`config.mk`:
```
export PLATFORM = sky130hd
export DESIGN_NAME = hazard_ctrl
export DESIGN_NICKNAME = d
export VERILOG_FILES = /design/src/rtl/hazard_ctrl.sv
export SDC_FILE = /design/constraint.sdc
export NUM_CORES = 1
export LEC_CHECK = 0
export BUFFER_PORTS_ARGS = -buffer_cell sky130_fd_sc_hd__clkbuf_2
export CAP_MARGIN = 20
export CORE_ASPECT_RATIO = 0.5
export CORE_MARGIN = 8
export CORE_UTILIZATION = 52
export CTS_BUF_LIST = sky130_fd_sc_hd__clkbuf_8
export DETAILED_ROUTE_END_ITERATION = 7
export PLACE_DENSITY_LB_ADDON = 0.25
export SYNTH_ARGS = -nofsm -noshare
export SYNTH_HDL_FRONTEND = slang
export SYNTH_SLANG_ARGS = --single-unit
export TNS_END_PERCENT = 1
```
`constraint.sdc`:
```
create_clock -name clk -period 7.5 [get_ports clk]
set_input_delay 1.5 -clock clk [delete_from_list [all_inputs] [get_ports clk]]
set_output_delay 1.5 -clock clk [all_outputs]
set_load 0.02 [all_outputs]
```
`src/rtl/hazard_ctrl.sv`:
```
// hazard_ctrl: hazard unit for the five-stage core (F=0, D=1, E=2, M=3, W=4).
// Keeps shadow records {rs, rt, dst, ready} for E, M and W. From them it
// derives the D-stage stall, the D/E/M forwarding selects and the
// multiply/divide busy interlock. The stall and the selects are
// combinational. The records and the busy counter are registered.
module hazard_ctrl (
  input  logic       clk,
  input  logic       reset,
  input  logic [4:0] d_rs,
  input  logic [4:0] d_rt,
  input  logic [4:0] d_rd,
  input  logic [3:0] d_rs_use,
  input  logic [3:0] d_rt_use,
  input  logic [3:0] d_dst_type,
  input  logic [3:0] d_dst_save,
  input  logic [3:0] d_ALUop,
  input  logic [3:0] d_GRF_write,
  input  logic       flush,
  output logic       stall,
  output logic [1:0] fwd_d_rs,
  output logic [1:0] fwd_d_rt,
  output logic [1:0] fwd_e_rs,
  output logic [1:0] fwd_e_rt,
  output logic       fwd_m_rt,
  output logic       md_busy
);

  // Shadow record of one in-flight instruction. ready is the stage whose
  // input register first holds the result.
  typedef struct packed {
    logic [4:0] rs;
    logic [4:0] rt;
    logic [4:0] dst;
    logic [2:0] ready;
  } rec_t;

  // Result of looking up a D operand among the E/M/W records.
  typedef struct packed {
    logic       hit;
    logic [1:0] src;
    logic [2:0] tnew;
  } look_t;

  localparam rec_t       BUBBLE         = 18'd0;
  localparam logic [2:0] STAGE_E        = 3'd2;
  localparam logic [2:0] STAGE_M        = 3'd3;
  localparam logic [2:0] STAGE_W        = 3'd4;
  localparam logic [3:0] TUSE_NONE      = 4'd4;
  localparam logic [1:0] FWD_HOLD       = 2'd0;
  localparam logic [1:0] FWD_E          = 2'd1;
  localparam logic [1:0] FWD_M          = 2'd2;
  localparam logic [1:0] FWD_W          = 2'd3;
  localparam logic [3:0] MD_MULT_CYCLES = 4'd5;
  localparam logic [3:0] MD_DIV_CYCLES  = 4'd10;

  rec_t       e_rec;
  rec_t       m_rec;
  rec_t       w_rec;
  rec_t       e_next;
  rec_t       m_next;
  rec_t       d_rec;
  logic [4:0] d_dst;
  logic [3:0] md_cnt;
  logic [3:0] md_cnt_next;
  logic       d_is_mult;
  logic       d_is_div;
  logic       d_is_mdmove;
  logic       d_is_mfhilo;
  logic       d_md_class;
  look_t      look_rs;
  look_t      look_rt;
  logic       data_stall;
  logic       md_stall;
  logic       md_issue;
  logic       unused_bits;

  // Cycles still needed before a record's result reaches its current stage's input.
  function automatic logic [2:0] tnew_of(input rec_t r, input logic [2:0] stage);
    logic [2:0] t;
    if (r.ready > stage) begin
      t = r.ready - stage;
    end else begin
      t = 3'd0;
    end
    return t;
  endfunction

  // A record matches only a nonzero destination equal to the operand address.
  function automatic logic hits(input rec_t r, input logic [4:0] addr);
    return (r.dst != 5'd0) && (r.dst == addr);
  endfunction

  // Nearest producer of a D operand, E before M before W.
  function automatic look_t look_d(input logic [4:0] addr, input rec_t e,
                                   input rec_t m, input rec_t w);
    look_t l;
    l = 6'd0;
    if (hits(e, addr)) begin
      l.hit  = 1'b1;
      l.src  = FWD_E;
      l.tnew = tnew_of(e, STAGE_E);
    end else if (hits(m, addr)) begin
      l.hit  = 1'b1;
      l.src  = FWD_M;
      l.tnew = tnew_of(m, STAGE_M);
    end else if (hits(w, addr)) begin
      l.hit  = 1'b1;
      l.src  = FWD_W;
      l.tnew = tnew_of(w, STAGE_W);
    end else begin
      l = 6'd0;
    end
    return l;
  endfunction

  // An operand stalls when its nearest producer cannot deliver in time.
  function automatic logic operand_stall(input logic [4:0] addr, input logic [3:0] tuse,
                                         input look_t l);
    logic s;
    if ((tuse != TUSE_NONE) && (addr != 5'd0) && l.hit) begin
      s = ({1'b0, l.tnew} > tuse);
    end else begin
      s = 1'b0;
    end
    return s;
  endfunction

  // D select: the nearest producer only, and only once its value exists.
  function automatic logic [1:0] d_select(input look_t l);
    logic [1:0] sel;
    if (l.hit && (l.tnew == 3'd0)) begin
      sel = l.src;
    end else begin
      sel = FWD_HOLD;
    end
    return sel;
  endfunction

  // E select: nearest of M then W, provided that record's result is ready.
  function automatic logic [1:0] e_select(input logic [4:0] addr, input rec_t m, input rec_t w);
    logic [1:0] sel;
    if (hits(m, addr)) begin
      if (m.ready <= STAGE_M) begin
        sel = FWD_M;
      end else begin
        sel = FWD_HOLD;
      end
    end else if (hits(w, addr)) begin
      if (w.ready <= STAGE_W) begin
        sel = FWD_W;
      end else begin
        sel = FWD_HOLD;
      end
    end else begin
      sel = FWD_HOLD;
    end
    return sel;
  endfunction

  // Build the record the D instruction would carry into E.
  always_comb begin
    d_dst = 5'd0;
    case (d_dst_type)
      4'd0:    d_dst = d_rd;
      4'd1:    d_dst = d_rt;
      4'd2:    d_dst = 5'd31;
      default: d_dst = 5'd0;
    endcase
    d_rec       = BUBBLE;
    d_rec.rs    = d_rs;
    d_rec.rt    = d_rt;
    d_rec.dst   = d_dst;
    d_rec.ready = d_dst_save[2:0];
  end

  // Classify the D instruction for the multiply/divide interlock.
  always_comb begin
    d_is_mult   = 1'b0;
    d_is_div    = 1'b0;
    d_is_mdmove = 1'b0;
    d_is_mfhilo = 1'b0;
    case (d_ALUop)
      4'd3, 4'd8:   d_is_mult   = 1'b1;
      4'd4, 4'd9:   d_is_div    = 1'b1;
      4'd10, 4'd11: d_is_mdmove = 1'b1;
      default:      d_is_mult   = 1'b0;
    endcase
    case (d_GRF_write)
      4'd4, 4'd5: d_is_mfhilo = 1'b1;
      default:    d_is_mfhilo = 1'b0;
    endcase
    d_md_class = d_is_mult | d_is_div | d_is_mdmove | d_is_mfhilo;
  end

  // Data and md hazards merge into one stall; selects follow nearest producers.
  always_comb begin
    look_rs    = look_d(d_rs, e_rec, m_rec, w_rec);
    look_rt    = look_d(d_rt, e_rec, m_rec, w_rec);
    data_stall = operand_stall(d_rs, d_rs_use, look_rs) |
                 operand_stall(d_rt, d_rt_use, look_rt);
    md_stall   = d_md_class & md_busy;
    stall      = data_stall | md_stall;
    fwd_d_rs   = d_select(look_rs);
    fwd_d_rt   = d_select(look_rt);
    fwd_e_rs   = e_select(e_rec.rs, m_rec, w_rec);
    fwd_e_rt   = e_select(e_rec.rt, m_rec, w_rec);
    if ((m_rec.rt != 5'd0) && (w_rec.dst == m_rec.rt)) begin
      fwd_m_rt = 1'b1;
    end else begin
      fwd_m_rt = 1'b0;
    end
  end

  // Next E/M records: flush kills both, a stall only bubbles E.
  always_comb begin
    if (flush || stall) begin
      e_next = BUBBLE;
    end else begin
      e_next = d_rec;
    end
    if (flush) begin
      m_next = BUBBLE;
    end else begin
      m_next = e_rec;
    end
  end

  // Busy counter loads when a mult/div actually enters E, otherwise runs down.
  always_comb begin
    md_issue = ~stall & ~flush;
    if (md_issue && d_is_mult) begin
      md_cnt_next = MD_MULT_CYCLES;
    end else if (md_issue && d_is_div) begin
      md_cnt_next = MD_DIV_CYCLES;
    end else if (md_cnt != 4'd0) begin
      md_cnt_next = md_cnt - 4'd1;
    end else begin
      md_cnt_next = md_cnt;
    end
  end

  // Shadow pipeline and busy counter state.
  always_ff @(posedge clk or posedge reset) begin
    if (reset) begin
      e_rec  <= BUBBLE;
      m_rec  <= BUBBLE;
      w_rec  <= BUBBLE;
      md_cnt <= 4'd0;
    end else begin
      e_rec  <= e_next;
      m_rec  <= m_next;
      w_rec  <= m_rec;
      md_cnt <= md_cnt_next;
    end
  end

  assign md_busy = (md_cnt != 4'd0);

  // Record fields that no rule reads, gathered so they are visibly intentional.
  assign unused_bits = ^{d_dst_save[3], m_rec.rs, w_rec.rs, w_rec.rt};

endmodule
```
==> impl_metrics.tcl, run 1 <==
set metrics [dict create \
    die_area_um2 8480 \
    area_growth_pct 12.7 \
    p_sw_share_pct 30.2 \
    clockBufferDepth 2 \
    track_usage_pct 16.5 \
    final_max_slew_viol_count 0 \
    antenna_found_initial 0 \
    rr_worst_depth 13 \
    fin_ws_ns 1.12 \
    finalPower_mw 0.614 \
    fin_crit_sh_pct 85.0 \
    fp-row-count 19 \
    grt_pass1_vias 2397 \
    synth-main-ff-cell "dfrtp_1" \
    yosysWarnings 0 \
    drt-initial-drc-count 165 \
    synthArstFlopShare_pct 100 \
    stdcell_count 410 \
    postRouteAntennaNets 0 \
    cts_made_buffers 5 \
    clk_latency_ns 0.30 \
    cts_root_buf "clkbuf_8" \
    final_layout_size_suffix_gt1_share_pct 23.4 \
    synthCells 298 \
    p_clk_share_pct 30.5 \
    worst_path_most_repeated_cell "clkbuf_2" \
    post-route-drc-count 0 \
    routedWlPerCell_um 16.3 \
    synth.top_cell.area_share_pct 36.5 \
    required_ns 6.00 \
    place_congestion 0.893 \
    grt.overflow.total 0 \
    vdd_drop_max_v 0.000132 \
    r2r_end "md_cnt[1]$_DFFE_PP0P_" \
    crit_fanout 17 \
    synth_edf_count 0 \
    cts.sinks 43 \
    rsz0062_at_grt "false" \
    crit_slowest_cell "nor4_1" \
    relSlewSlack_pct 29.7 \
    cts_tree "built" \
    leakage_nw 1.54 \
    max_freq_mhz 157 \
    regToRegStartpoint "w_rec[7]$_DFF_PP0_" \
    path_clk_slew_ns 0.08 \
    finalHoldViolations 0 \
    synth_fp_nets 350 \
    worst_pin_slew_ns 1.05 \
    die_x_um 122 \
    synth_cell_types 46 \
    final-setup-viol-count 0 \
    ys_ff_latch 43 \
    worstHoldStart "m_rec[2]$_DFF_PP0_" \
    cts_setup_buffers 0 \
    drt_wl_total_um 6690 \
    min_path_type "register to register" \
    cts_resized 0 \
    postSynthAreaPerCell_um2 9.89 \
    core_um2 5470 \
    synth_seq_area_share_pct 36.5 \
    synthTopCellsByArea "dfrtp_1 37%, xnor2_1 8.9%, xor2_1 8.0%, ha_1 4.2%, nor2b_1 3.8%" \
    num_vias 2261 \
    num_antenna_cells 0 \
    io_buffers 50 \
    synth_area_leader_cell "dfrtp_1" \
    combPwrFrac_pct 24.8 \
    drt-pass1-iter-count 4 \
    initial_core_util_pct 53.9 \
    final.setup.tns_ns 0 \
    intPower_mw 0.428 \
    synth_area_um2 2950 \
    maxCapViolCount 0 \
    cts_hold_buf 0 \
    cp-start-kind "input port" \
    vias_per_cell 5.51 \
    grt_max_degree 44 \
    cpPeakStageDelay_ns 0.60 \
    htree_levels 2 \
    ff2ff_setup_slack_ns 3.70 \
    clock-skew-final_ns 0.00554 \
    crit_type "input port to output port" \
    dp_hpwl_um 5240 \
    final_nets 388 \
    crit_chain "clkbuf_2 -> xnor2_1 -> nand3_1 -> nor4_1 -> nor2b_1 -> a32o_1 -> mux2i_1 -> ha_1 -> a31oi_1 -> o21ai_0 -> a211oi_1 -> o31ai_4 -> nand3_4 -> clkbuf_2" \
    layout_min_cycle_time_ns 6.38 \
    outcome "completed" \
    grt_first_pass_wirelength_um 11400 \
    powerDensity_nw_per_um2 185 \
    fp.dieH_um 69.2 \
    power.switching_mw 0.185 \
    min_to "w_rec[2]$_DFF_PP0_" \
    hold_depth 0 \
    dp_slack_ns 1.14 \
    p_seq_share_pct 44.8 \
    dp_cells 402 \
    ios 53 \
    worstPathArrival_ns 4.88 \
    endpoint_kind "output port" \
]
==> critical path: cells and delay by family <==
| kind | cells | cell delay [ns] |
|---|---|---|
| adders and majority gates | 1 | 0.31 |
| xor gates and xnor gates | 1 | 0.21 |
| AOI/OAI and AO/OA | 5 | 1.05 |
| and+or+nand+nor | 4 | 1.34 |
| buffers and inverters | 2 | 0.38 |
| muxes | 1 | 0.08 |
==> cells in the mapped netlist (6+ instances only) <==
library cell	count
ha_1	10
a211oi_1	6
o21ai_0	7
dfrtp_1	43
a21oi_1	6
clkbuf_1	8
nand3_1	10
nor3_1	13
xnor2_1	30
nand2_1	13
nor3b_2	8
nor2b_1	18
nand2b_1	7
xor2_1	27
nor3b_1	6
buf_2	10
nor2_1	11
inv_1	9
==> logic make-up (layout without fill, tap and decap cells) <==
group           after synthesis  after routing  synth area share [%]
xor+xnor                     57             57                  16.9
fa+ha+maj                    10             10                  4.24
compound gates               38             38                  9.97
flops                        43             43                  36.5
simple gates                115            115                  26.1
buf+inv                      30             69                  4.50
mux                           5              5                  1.70
==> metrics by stage <==
step	hold WS (ns)	cell area, um^2	utilization, %
after floorplan	0.349	2950	-
after global placement	0.386	3210	58.6
after detailed placement	0.388	3210	58.6
after CTS	0.408	3320	60.8
after global routing	0.411	3320	60.8
final	0.404	3320	60.8
==> flip-flops by register name (all words and copies together), names as in the netlist <==
register	cells
md_cnt	4
e_rec	18
m_rec	13
w_rec	8
==> worst max path at each step <==
stage / start / to / slack (ns) / depth (start not counted)
finish: d_rs[4] / stall / 1.12 / 14
global route: d_rs[3] / stall / 0.89 / 14
CTS: d_rs[3] / stall / 1.14 / 14
detailed placement: d_rs[3] / stall / 1.14 / 14
global placement: d_rs[0] / stall / 1.20 / 14
floorplan: d_rt[4] / stall / 1.93 / 14
==> cell type report <==
class / count / area (um^2)
flip-flops and latches: 43 / 1080
clock inverters: 2 / 35.0
fillers: 476 / 2140
multi-input cells: 225 / 1740
clock buffers: 6 / 82.6
well taps: 73 / 91.3
repair buffers: 52 / 265
inverters: 9 / 33.8
==> placed cells by master, fill, tap and decap left out, types with 3 or more instances in the layout <==
| cell | n |
|---|---|
| nor4_1 | 5 |
| inv_1 | 9 |
| clkbuf_2 | 50 |
| clkbuf_8 | 6 |
| xor2_1 | 27 |
| nor2b_1 | 18 |
| nor3b_1 | 6 |
| a32o_1 | 3 |
| nor2_1 | 11 |
| nor4_2 | 3 |
| a211oi_1 | 6 |
| a21oi_1 | 6 |
| ha_1 | 10 |
| nand4_1 | 3 |
| o21ai_0 | 7 |
| and2_1 | 3 |
| nor3_1 | 13 |
| nand3_1 | 10 |
| nand2_1 | 13 |
| or3_1 | 3 |
| dfrtp_1 | 43 |
| mux2i_1 | 5 |
| nand2b_1 | 7 |
| o21a_1 | 4 |
| nor3b_2 | 8 |
| o21bai_1 | 3 |
| xnor2_1 | 30 |
==> per-layer routing <==
metal	track usage, %	vias up	routed length, um
met3	4.31	8	454
met4	3.75	0	57
met2	27.0	64	3080
met5	0	-	0
li1	-	1111	-
met1	21.1	1078	3090
==> power groups by stage <==
stage | Clock, mW | Combinational [mW] | Sequential (mW)
after floorplan | 0 | 0.119 | 0.272
after global placement | 0 | 0.146 | 0.278
after detailed placement | 0 | 0.153 | 0.279
after CTS | 0.190 | 0.154 | 0.275
after global routing | 0.198 | 0.172 | 0.278
final | 0.187 | 0.152 | 0.275
No activity file was read; power rests on OpenSTA's default activity.
==> inputs of run 2 (changes only) <==
clock period = 8 ns   (was 7.5 ns; I/O delays follow)
==> run 2 against run 1 <==
Against the previous run: global-route usage is 0.33 points lower; cell count stayed put; clock skew is 0.0023 ns higher; via count is 1.0% higher; first-iteration DRC count is 6.1% lower; worst setup slack better by 0.30 ns; routed wire length hardly changed; sequential share of layout area is 0.15 points lower; design area is 0.45% higher; register-to-register slack better by 0.50 ns; power is 2.6% lower; largest cell class unchanged.
==> impl_metrics.tcl, run 2 (synthesis results as in run 1) <==
set metrics [dict create \
    dp_hpwl_um 5340 \
    clock-skew-final_ns 0.00787 \
    seq_area_um2 1080 \
    combPwrFrac_pct 23.9 \
    maxCapViolCount 0 \
    num_vias 2284 \
    final_common_cell "clkbuf_2" \
    drt-initial-drc-count 155 \
    htree_levels 2 \
    cts_tree "built" \
    antenna_found_initial 0 \
    num_antenna_cells 0 \
    die_x_um 122 \
    multiInputGateArea_um2 1740 \
    min_path_type "register to register" \
    place_congestion 0.894 \
    final-setup-viol-count 0 \
    outcome "completed" \
    powerDensity_nw_per_um2 179 \
    worst_pin_slew_ns 0.998 \
    endpoint_kind "output port" \
    cts_root_buf "clkbuf_8" \
    fp.dieH_um 69.2 \
    cts_setup_buffers 0 \
    cpPeakStageDelay_ns 0.65 \
    drt-pass1-iter-count 4 \
    largest_register_ff_count 18 \
    fillers 471 \
    crit_type "input port to output port" \
    stdcell_count 410 \
    ios 53 \
    clk_latency_ns 0.30 \
    drt_wl_total_um 6690 \
    largest-register "e_rec" \
    die_area_um2 8480 \
    relSlewSlack_pct 32.9 \
    layout_min_cycle_time_ns 6.58 \
    io_buffers 50 \
    cts_made_buffers 5 \
    grt_pass1_vias 2358 \
    vias_per_cell 5.57 \
    p_seq_share_pct 43.0 \
    required_ns 6.40 \
    core_um2 5470 \
    worstPathArrival_ns 4.98 \
    grt.overflow.total 0 \
    vdd_drop_max_v 0.000140 \
    p_clk_share_pct 33.0 \
    finalHoldViolations 0 \
    crit_fanout 17 \
    post-route-drc-count 0 \
    dp_cells 402 \
    cts_hold_buf 0 \
    rsz0062_at_grt "false" \
    final_max_slew_viol_count 0 \
    largest_registers "e_rec (18), m_rec (13), w_rec (8)" \
    fin_crit_sh_pct 82.2 \
    fp-row-count 19 \
    area_growth_pct 13.2 \
    p_sw_share_pct 29.1 \
    grt_max_degree 44 \
    leakage_nw 1.54 \
    worst_path_most_repeated_cell "clkbuf_2" \
    cts.sinks 43 \
    track_usage_pct 16.1 \
    final_nets 388 \
    initial_core_util_pct 53.9 \
    max_freq_mhz 152 \
    cts_resized 0 \
    final_layout_size_suffix_gt1_share_pct 23.1 \
    crit_chain "clkbuf_2 -> xnor2_1 -> nand3_1 -> nor4_2 -> nor2b_1 -> a32oi_1 -> mux2i_1 -> ha_1 -> a31oi_1 -> o21ai_0 -> a211oi_1 -> o31ai_4 -> nand3_4 -> clkbuf_2" \
    power.switching_mw 0.174 \
    path_clk_slew_ns 0.08 \
    crit_slowest_cell "nor4_2" \
    cp-start-kind "input port" \
    routedWlPerCell_um 16.3 \
    clockBufferDepth 2 \
    grt_first_pass_wirelength_um 11200 \
    final.setup.tns_ns 0 \
    postRouteAntennaNets 0 \
    intPower_mw 0.424 \
    final_cell_mix "50 x clkbuf_2, 43 x dfrtp_1, 30 x xnor2_1" \
]
-- run 2: worst max-delay path: cells and delay by family --
kind / cells / cell delay [ns]
buffers and inverters: 2 / 0.38
AOI/OAI and AO/OA: 5 / 1.12
xor gates and xnor gates: 1 / 0.18
muxes: 1 / 0.12
adders and majority gates: 1 / 0.32
and+or+nand+nor: 4 / 1.24
-- run 2: final cells by class --
class | instances | share of cell area [%]
multi-input combinational | 225 | 52.1
sequential | 43 | 32.2
timing repair buffer | 52 | 7.95
tap | 73 | 2.74
clock buffer | 5 | 2.06
clock inverter | 3 | 1.91
inverter | 9 | 1.01
-- run 2: routing by layer --
layer / global-route usage (%) / up-vias / wire length (um)
met1: 20.9 / 1111 / 3060
li1: - / 1102 / -
met3: 3.90 / 8 / 408
met4: 4.16 / 0 / 70
met5: 0 / - / 0
met2: 26.3 / 63 / 3160
-- run 2: final timing paths --
| kind | start | endpoint | slack, ns | depth (start not counted) |
|---|---|---|---|---|
| min in group asynchronous | reset | e_rec[4]$_DFF_PP0_ | 1.41 | 3 |
| min | m_rec[2]$_DFF_PP0_ | w_rec[2]$_DFF_PP0_ | 0.41 | 0 |
| min reg2reg | m_rec[2]$_DFF_PP0_ | w_rec[2]$_DFF_PP0_ | 0.41 | 0 |
| max reg2reg | w_rec[3]$_DFF_PP0_ | md_cnt[1]$_DFFE_PP0P_ | 4.20 | 13 |
| max in group asynchronous | reset | e_rec[0]$_DFF_PP0_ | 6.22 | 3 |
| max | d_rs[0] | stall | 1.42 | 14 |
-- run 2: through the flow --
stage | setup WS (ns) | utilization, % | power [mW] | cell area [um^2] | hold slack [ns]
after floorplan | 2.23 | - | 0.367 | 2950 | 0.349
after global placement | 1.50 | 58.6 | 0.398 | 3210 | 0.386
after detailed placement | 1.42 | 58.6 | 0.406 | 3210 | 0.389
after CTS | 1.42 | 61.1 | 0.603 | 3340 | 0.409
after global routing | 1.14 | 61.1 | 0.632 | 3340 | 0.415
final | 1.42 | 61.1 | 0.598 | 3340 | 0.407
-- run 2: power by group through the flow --
stage	clock network [mW]	logic [mW]	registers, mW
4_1_cts	0.201	0.144	0.258
3_3_place_gp	0	0.137	0.261
5_1_grt	0.209	0.162	0.261
2_1_floorplan	0	0.112	0.255
3_5_place_dp	0	0.144	0.262
6_report	0.197	0.143	0.257
==> inputs of run 3 (changes only) <==
clock period = 5.8 ns   (was 8 ns; I/O delays follow)
==> run 3 against run 2 <==
Against the previous run: via count is 0.18% higher; clock skew is 0.0039 ns lower; worst setup slack worse by 0.78 ns; clock-buffer cell count stayed put; die area stayed put; clock power is 5% lower; critical path depth stayed put; sequential share of layout area is 0.17 points higher.
==> impl_metrics.tcl, run 3 (synthesis results as in run 1) <==
set metrics [dict create \
    finalPower_mw 0.742 \
    grt_pass1_vias 2402 \
    largest_register_ff_count 18 \
    clock-skew-final_ns 0.00400 \
    drt-initial-drc-count 95 \
    maxCapViolCount 0 \
    final.setup.tns_ns 0 \
    worst_pin_slew_ns 0.715 \
    cts_hold_buf 0 \
    min_path_type "register to register" \
    io_buffers 50 \
    cp_num_buf_inv 2 \
    clockBufferDepth 2 \
    die_area_um2 8480 \
    final_nets 392 \
    cts_tree "built" \
    drt_wl_total_um 6790 \
    drt-pass1-iter-count 4 \
    cts_resized 0 \
    largest_registers "e_rec (18), m_rec (13), w_rec (8)" \
    fin_crit_sh_pct 88.9 \
    cts.sinks 43 \
    grt_first_pass_wirelength_um 11400 \
    htree_levels 2 \
    p_clk_share_pct 25.2 \
    p_sw_share_pct 32.7 \
    endpoint_kind "output port" \
    power.switching_mw 0.243 \
    intPower_mw 0.499 \
    largest-register "e_rec" \
    dp_hpwl_um 5290 \
    antenna_found_initial 0 \
    finalHoldViolations 0 \
    crit_slowest_cell "nor4_1" \
    initial_core_util_pct 53.9 \
    core_um2 5470 \
    final_max_slew_viol_count 0 \
    grt_max_degree 44 \
    path_clk_slew_ns 0.08 \
    cts_setup_buffers 0 \
    outcome "completed" \
    crit_fanout 6 \
    routedWlPerCell_um 16.4 \
    ios 53 \
    track_usage_pct 16.5 \
    num_antenna_cells 0 \
    place_congestion 0.889 \
    ff2ff_setup_slack_ns 2.08 \
    cp-start-kind "input port" \
    combPwrFrac_pct 27.1 \
    relSlewSlack_pct 52.3 \
    rsz0062_at_grt "false" \
    layout_min_cycle_time_ns 5.16 \
    vias_per_cell 5.53 \
    area_growth_pct 12.6 \
    postRouteAntennaNets 0 \
    powerDensity_nw_per_um2 223 \
    fp.dieH_um 69.2 \
    p_seq_share_pct 47.7 \
    final_layout_size_suffix_gt1_share_pct 24.0 \
    post-route-drc-count 0 \
    cpPeakStageDelay_ns 0.45 \
    vdd_drop_max_v 0.000199 \
    cts_root_buf "clkbuf_8" \
    critPathTopFamily "simple AND/OR/NAND/NOR gates" \
    clk_latency_ns 0.30 \
    final_common_cell "clkbuf_2" \
    leakage_nw 1.54 \
    crit_chain "clkbuf_2 -> xnor2_1 -> nand3_1 -> nor4_1 -> nor2b_1 -> a32o_1 -> o21a_1 -> ha_1 -> nor2b_1 -> o21a_1 -> o2111a_1 -> o31ai_4 -> nand3_4 -> clkbuf_2" \
    final-setup-viol-count 0 \
    fp-row-count 19 \
    grt.overflow.total 0 \
    cts_made_buffers 5 \
    crit_type "input port to output port" \
    die_x_um 122 \
    required_ns 4.64 \
    max_freq_mhz 194 \
    num_vias 2288 \
    final_cell_mix "50 x clkbuf_2, 43 x dfrtp_1, 30 x xnor2_1" \
    worstPathArrival_ns 4.00 \
]
[run 3: power by group through the flow]
stage	logic (mW)	registers, mW	clock network, mW
final	0.201	0.354	0.187
after CTS	0.202	0.355	0.191
after global placement	0.192	0.360	0
after floorplan	0.154	0.352	0
after global routing	0.224	0.360	0.202
after detailed placement	0.201	0.361	0
[run 3: final cells by class]
| cell class | count | area, um^2 |
|---|---|---|
| clock buffer | 5 | 68.8 |
| clock inverter | 3 | 16.3 |
| fill | 472 | 2150 |
| inverter | 9 | 33.8 |
| multi-input combinational | 225 | 1740 |
| sequential | 43 | 1080 |
| tap | 73 | 91.3 |
| timing repair buffer | 56 | 295 |
[run 3: final timing paths]
check,start,end,cells after the start
worst max-delay path,d_rt[4],stall,14
worst max register to register,w_rec[4]$_DFF_PP0_,md_cnt[1]$_DFFE_PP0P_,15
min in group asynchronous,reset,md_cnt[1]$_DFFE_PP0P_,3
worst min register to register,m_rec[2]$_DFF_PP0_,w_rec[2]$_DFF_PP0_,0
worst min-delay path,m_rec[2]$_DFF_PP0_,w_rec[2]$_DFF_PP0_,0
max in group asynchronous,reset,w_rec[1]$_DFF_PP0_,3
[run 3: worst register-to-register path, cell delays in order (launching register included)]
cell       delay, ns
dfrtp_1         0.49
or4_4           0.59
nor2_4          0.13
nor4_1          0.06
buf_4           0.15
nor2b_1         0.15
a32o_1          0.28
mux2i_1         0.14
ha_1            0.25
a31oi_1         0.12
o21ai_0         0.10
a211oi_1        0.38
o31ai_4         0.20
nand3_4         0.13
buf_4           0.27
a2bb2oi_1       0.23
[run 3: through the flow]
step | instances | setup WS (ns) | instance area (um^2) | util, % | hold slack [ns]
after CTS | 414 | 0.674 | 3320 | 60.7 | 0.415
after floorplan | 298 | 0.914 | 2950 | - | 0.349
after global routing | 414 | 0.528 | 3320 | 60.7 | 0.417
after detailed placement | 406 | 0.686 | 3240 | 59.2 | 0.396
final | 414 | 0.644 | 3320 | 60.7 | 0.415
after global placement | 406 | 0.745 | 3240 | 59.2 | 0.387
[run 3: per-layer routing]
| layer | vias to the layer above | wire [um] | global-route usage, % |
|---|---|---|---|
| met5 | - | 0 | 0 |
| met1 | 1106 | 3170 | 21.6 |
| met2 | 63 | 3130 | 26.0 |
| li1 | 1113 | - | - |
| met3 | 6 | 410 | 4.96 |
| met4 | 0 | 68 | 3.62 |
